--- src/rtl/mpr_ctx_pkg.sv ---
// Shared types and constants for the MPR context scheduler.
package mpr_ctx_pkg;

  localparam int unsigned DEF_NUM_SLOTS = 4;
  localparam int unsigned ADDR_W        = 32;

  // Pipeline mux select encoding.
  localparam logic MPR_PATH    = 1'b0;
  localparam logic NORMAL_PATH = 1'b1;

  typedef enum logic [1:0] {
    ST_IDLE    = 2'd0,
    ST_SAVE    = 2'd1,
    ST_RESTORE = 2'd2
  } state_e;

endpackage

--- src/rtl/mpr_prio_enc.sv ---
// Lowest-index-first priority encoder.
//   req     : request vector
//   valid_c : any request bit set (combinational)
//   idx_c   : index of the lowest set bit, 0 when none (combinational)
module mpr_prio_enc #(
  parameter int unsigned N = 4,
  parameter int unsigned W = $clog2(N)
) (
  input  logic [N-1:0] req,
  output logic         valid_c,
  output logic [W-1:0] idx_c
);

  // Walk from the top down so the lowest set bit is the last assignment.
  always_comb begin
    valid_c = 1'b0;
    idx_c   = '0;
    for (int i = N - 1; i >= 0; i--) begin
      if (req[i]) begin
        valid_c = 1'b1;
        idx_c   = W'(i);
      end
    end
  end

endmodule

--- src/rtl/mpr_ctx_scheduler.sv ---
// Schedules saves of suspended pipeline contexts into MPR slots and restores
// them once the address they wait on is freed.
//   ctx_req/ctx_addr        : save request (held until ctx_ack) and miss address
//   freed_valid/freed_addr  : strobe announcing a freed address
//   slot_save/slot_restore  : one-hot strobes to the MPR slots
//   path_sel                : pipeline mux select (MPR_PATH during save/restore)
//   ctx_ack/resume_valid    : completion pulses; resume_slot names the slot
//   ctx_stall               : combinational, request pending with all slots locked
//   freed_miss              : freed address matched no waiting slot
//   lock_vec                : current lock bit per slot
module mpr_ctx_scheduler
  import mpr_ctx_pkg::*;
#(
  parameter int unsigned NUM_SLOTS  = DEF_NUM_SLOTS,
  parameter int unsigned SLOT_IDX_W = $clog2(NUM_SLOTS)
) (
  input  logic                  clk,
  input  logic                  rst_n,
  input  logic                  ctx_req,
  input  logic [ADDR_W-1:0]     ctx_addr,
  input  logic                  freed_valid,
  input  logic [ADDR_W-1:0]     freed_addr,
  output logic [NUM_SLOTS-1:0]  slot_save,
  output logic [NUM_SLOTS-1:0]  slot_restore,
  output logic                  path_sel,
  output logic                  ctx_ack,
  output logic                  ctx_stall,
  output logic                  resume_valid,
  output logic [SLOT_IDX_W-1:0] resume_slot,
  output logic                  freed_miss,
  output logic [NUM_SLOTS-1:0]  lock_vec
);

  localparam logic [NUM_SLOTS-1:0] ONE_HOT0 = NUM_SLOTS'(1);

  state_e                state;
  logic [SLOT_IDX_W-1:0] cur_slot;
  logic [ADDR_W-1:0]     save_addr;
  logic [NUM_SLOTS-1:0]  lock_q;
  logic [NUM_SLOTS-1:0]  ready_q;
  logic [ADDR_W-1:0]     tag_q [NUM_SLOTS];

  logic                  free_valid_c;
  logic [SLOT_IDX_W-1:0] free_idx_c;
  logic                  rdy_valid_c;
  logic [SLOT_IDX_W-1:0] rdy_idx_c;
  logic [NUM_SLOTS-1:0]  match_c;
  logic [NUM_SLOTS-1:0]  ready_nxt_c;

  mpr_prio_enc #(.N(NUM_SLOTS), .W(SLOT_IDX_W)) u_free_enc (
    .req     (~lock_q),
    .valid_c (free_valid_c),
    .idx_c   (free_idx_c)
  );

  mpr_prio_enc #(.N(NUM_SLOTS), .W(SLOT_IDX_W)) u_ready_enc (
    .req     (ready_q),
    .valid_c (rdy_valid_c),
    .idx_c   (rdy_idx_c)
  );

  // Tag compare against registered state: a slot being saved is not yet
  // locked, and an already-ready slot is excluded.
  always_comb begin
    match_c = '0;
    for (int i = 0; i < NUM_SLOTS; i++) begin
      match_c[i] = freed_valid && lock_q[i] && !ready_q[i] && (tag_q[i] == freed_addr);
    end
  end

  // New ready bits from the freed strobe, minus the slot being restored.
  always_comb begin
    ready_nxt_c = ready_q | match_c;
    if (state == ST_RESTORE) begin
      ready_nxt_c = ready_nxt_c & ~(ONE_HOT0 << cur_slot);
    end
  end

  assign ctx_stall = ctx_req && (&lock_q);
  assign lock_vec  = lock_q;

  // FSM, slot bookkeeping and registered outputs.
  always_ff @(posedge clk) begin
    if (!rst_n) begin
      state        <= ST_IDLE;
      cur_slot     <= '0;
      save_addr    <= '0;
      lock_q       <= '0;
      ready_q      <= '0;
      for (int i = 0; i < NUM_SLOTS; i++) tag_q[i] <= '0;
      slot_save    <= '0;
      slot_restore <= '0;
      path_sel     <= NORMAL_PATH;
      ctx_ack      <= 1'b0;
      resume_valid <= 1'b0;
      resume_slot  <= '0;
      freed_miss   <= 1'b0;
    end else begin
      slot_save    <= '0;
      slot_restore <= '0;
      path_sel     <= NORMAL_PATH;
      ctx_ack      <= 1'b0;
      resume_valid <= 1'b0;
      freed_miss   <= freed_valid && (match_c == '0);
      ready_q      <= ready_nxt_c;

      case (state)
        ST_IDLE: begin
          if (rdy_valid_c) begin
            state        <= ST_RESTORE;
            cur_slot     <= rdy_idx_c;
            slot_restore <= ONE_HOT0 << rdy_idx_c;
            path_sel     <= MPR_PATH;
            resume_valid <= 1'b1;
            resume_slot  <= rdy_idx_c;
          end else if (ctx_req && !ctx_ack && free_valid_c) begin
            // The ack cycle still sees the old request high; skip it.
            state     <= ST_SAVE;
            cur_slot  <= free_idx_c;
            save_addr <= ctx_addr;
            slot_save <= ONE_HOT0 << free_idx_c;
            path_sel  <= MPR_PATH;
          end
        end
        ST_SAVE: begin
          lock_q[cur_slot] <= 1'b1;
          tag_q[cur_slot]  <= save_addr;
          ctx_ack          <= 1'b1;
          state            <= ST_IDLE;
        end
        ST_RESTORE: begin
          lock_q[cur_slot] <= 1'b0;
          state            <= ST_IDLE;
        end
        default: state <= ST_IDLE;
      endcase
    end
  end

endmodule

--- config.mk ---
export PLATFORM = sky130hd
export DESIGN_NAME = mpr_ctx_scheduler
export DESIGN_NICKNAME = d
export VERILOG_FILES = /design/src/rtl/mpr_ctx_pkg.sv /design/src/rtl/mpr_prio_enc.sv /design/src/rtl/mpr_ctx_scheduler.sv
export SDC_FILE = /design/constraint.sdc
export NUM_CORES = 1
export LEC_CHECK = 0
export ABC_CLOCK_PERIOD_IN_PS = 5650
export CORE_UTILIZATION = 70
export CTS_BUF_LIST = sky130_fd_sc_hd__clkbuf_8
export CTS_CLUSTER_DIAMETER = 40
export CTS_CLUSTER_SIZE = 30
export DETAILED_ROUTE_END_ITERATION = 12
export DONT_BUFFER_PORTS = 1
export PLACE_DENSITY = 0.86
export SLEW_MARGIN = 40
export SYNTH_ARGS = -nofsm -noshare
export SYNTH_HDL_FRONTEND = slang
export SYNTH_SLANG_ARGS = --single-unit
--- constraint.sdc ---
create_clock -name clk -period 5.65 [get_ports clk]
set_clock_uncertainty 0.1 [all_clocks]
set_input_delay 0.8475 -clock clk [delete_from_list [all_inputs] [get_ports clk]]
set_output_delay 0.8475 -clock clk [all_outputs]
set_load 0.01 [all_outputs]
==> summary.md <==
| Metric | Value |
|---|---|
| Worst EP required | 4700 ps |
| Largest net degree at the start of global routing | 47 |
| Post-CTS setup repair buffer count | 0 |
| # fillers | 699 |
| Post-synthesis cell area | 8150 um2 |
| DRC errors left | 0 |
| Die height | ~110 um |
| Clock power share | 36.9% |
| Routed Antenna Nets | 0 |
| GRT Total Usage | 34.5% |
| CP max FO | 8 |
| Clock root cell | clkbuf_8 |
| Max Slew Vio Count | 0 |
| Fin crit share | 43.9% |
| FF+latch area | 5000 um2 |
| Post_cts resized | 0 |
| Vias in the first global route | 5341 |
| Reg2Reg Depth | 7 |
| Synth-to-Final Area Change | 6.77% |
| DRT Wirelength | approximately 19 mm |
| Sequential group share of total power | 54.4% |
| RSZ-0062 raised after global routing | false |
| Initial core utilization | 71.7% |
| Worst-Margin Slew | 853 ps |
| Fin crit period | 2480 ps |
| Post-synth EDFFs | 128 |
| Status | complete, no violations |
| Final-stage net count | 805 |
| Ports | 87 |
| Switching share of power | 22.8% |
| Hold crit path type | reg -> reg |
| Via Count | 5558 |
| Worst slew margin | a little over two fifths |
| Clock latency on the worst-skew pair | 460 ps |
| Yosys Warn Count | 0 |
| CTS H-tree lvls | 4 |
| Remaining Overflow, GRT | 0 |
| Initial antenna violation count | 0 |
| Main synth FF type | edfxtp_1 |
| Startpoint class of the critical path | flip-flop |
| Cells after Synth | approximately 760 |
| Worst path arrival time | roughly 1500 ps |
| Share of flip-flops with an asynchronous set or reset | 0% |
| Cell variety after synth | 36 |
| First DRT Iteration DRCs | 585 |
| Logic pwr share | approximately 8.7% |
| Clk sink count | 186 |
| FMAX | around 0.40 GHz |
| Final HPWL DP | 13.0 mm |
| IO Port Bufs | 0 |
| Ant. Diodes | 0 |
| Clock transition at the registers of the reported paths | 80 ps |
| Hold path cells | 2 |
| Yosys reg bits | 186 |
| Die area | 12100 um2 |
| Power density cells | 331 nW/um2 |
| Rows | 39 |
| Internal power | 0.00222 W |
| Setup TNS | 0 ps |
| Total CTS buffers | 17 |
| Finish-stage setup viols | 0 |
| Clock Path Buffers | 2 |
| Net Switching | 0.000655 W |
| Max_cap viols | 0 |
| Drt wl/cell | 21.8 um |
| Post-Syn Nets | 832 |
| Die width | 110 um |
| Post-synthesis sequential area ratio | 61.4% |
| Worst Setup Path Type | reg -> out |
| First-pass GRT wire length | between 20 and 30 mm |
| Post-layout power | 0.00288 W |
| Vias per std cell | 6.24 |
| Core area | 11400 um2 |
| Multi-input logic area | between 2000 and 3000 um2 |
| Worst setup EP type | output port |
| Worst reg-to-reg setup slack | 3250 ps |
| Avg Inst Size Synth | 10.7 um2 |
| Leakage Power | 3.12 nW |
| CTS Hold Bufs | 0 |
| Final Hold Violating Endpoints | 0 |
| Final GP Congestion | between 0.9 and 1 |
| Peak supply drop | ~240 uV |
| Layout cells sized above 1 | under 10% |
| CTS tree | done |
| Drt first pass iters | 5 |
[cells in the final DEF (no fill, tap or decap), drive strengths merged]
cell type,count
xor2,12
o21ai,6
nor4,14
nand2b,3
a221oi,2
a311oi,4
nor2b,3
dfxtp,58
a31oi,2
and3,2
a211oi,1
ha,3
or2,2
xnor2,116
o21a,3
clkbuf,17
nand3,12
or3,1
clkinvlp,4
nor3b,2
a21oi,42
nand2,112
clkinv,2
edfxtp,128
buf,6
nand4,26
and4,1
nor2,104
bufinv,7
and2,1
nor3,8
or4,2
inv,41
[metrics by stage]
step	worst slack (ps)	hold WS, ps	std cells	area, um2	utilization (%)
5_1_grt	3090	391	890	8700	76.5
3_3_place_gp	2990	342	857	8190	72.0
6_report	3170	362	890	8700	76.5
4_1_cts	3180	362	890	8700	76.5
3_5_place_dp	3030	349	858	8210	72.2
2_1_floorplan	1890	337	761	8150	-
[layout make-up]
cell class,instances,area share (%)
clock inverters,15,2.95
inverters,39,1.70
repair buffers,6,0.604
well taps,143,2.06
multi-input cells,484,32.5
clock buffers,17,2.69
flip-flops and latches,186,57.5
[synth_stat cells, drive strengths merged (3+ instances only)]
| master | n | area share (%) |
|---|---|---|
| o21a | 3 | 0.28 |
| nor4 | 14 | 1.2 |
| nand2 | 112 | 5.2 |
| nor2b | 3 | 0.23 |
| nand4 | 26 | 2.0 |
| edfxtp | 128 | 47 |
| nand3 | 12 | 0.74 |
| xnor2 | 116 | 12 |
| a311oi | 4 | 0.43 |
| inv | 39 | 1.8 |
| xor2 | 12 | 1.3 |
| a21oi | 42 | 2.6 |
| ha | 3 | 0.46 |
| dfxtp | 58 | 14 |
| clkbuf | 44 | 2.0 |
| buf | 8 | 0.46 |
| nand2b | 3 | 0.23 |
| nor3 | 8 | 0.49 |
| nor2 | 104 | 4.8 |
| o21ai | 6 | 0.41 |
[critical path, cell delays in order, from the launching register on]
cell	delay, ps
dfxtp_1	540
nand2_1	140
nor2_2	190
and2_1	200
[worst paths after layout]
check	from	to
setup / recovery	flip-flop	ctx_stall
setup reg to reg	flip-flop	save_addr[0]
hold reg to reg	save_addr[30]	save_addr[30]
hold / removal	save_addr[30]	save_addr[30]
[metal layers]
| layer | routed length, um | share of wire, % | GRT usage [%] | vias to the layer above |
|---|---|---|---|---|
| met2 | 9230 | 48 | 54.3 | 374 |
| met3 | 2340 | 12 | 8.48 | 66 |
| met1 | 6910 | 36 | 44.0 | 2640 |
| met4 | 880 | 4.5 | 18.9 | 0 |
| met5 | 0 | 0 | 0 | - |
| li1 | - | - | - | 2478 |
[power by group through the flow]
stage | Combinational, W | Clock (W) | Sequential, W
4_1_cts | 0.000247 | 0.00106 | 0.00157
6_report | 0.000250 | 0.00106 | 0.00157
2_1_floorplan | 0.000188 | 0 | 0.00159
3_5_place_dp | 0.000243 | 0 | 0.00160
5_1_grt | 0.000267 | 0.00112 | 0.00157
3_3_place_gp | 0.000235 | 0 | 0.00159
[sequential cells by signal, indices dropped and copies added, names as in the netlist, 2 cells and up, named ones only]
register,cells
resume_slot,2
save_addr,32
slot_restore,4
state,2
tag_q,128
cur_slot,2
slot_save,4
ready_q,4
[logic make-up after synthesis]
family                   after synthesis  synth area share, %
flip-flops                           186                 61.4
buffers and inverters                 91                 4.29
AO/OA/AOI/OAI                         60                 4.16
AND/OR/NAND/NOR                      293                 15.9
adder cells (fa/ha/maj)                3                0.461
XOR/XNOR                             128                 13.8
Power figures use the tool's default switching activity.
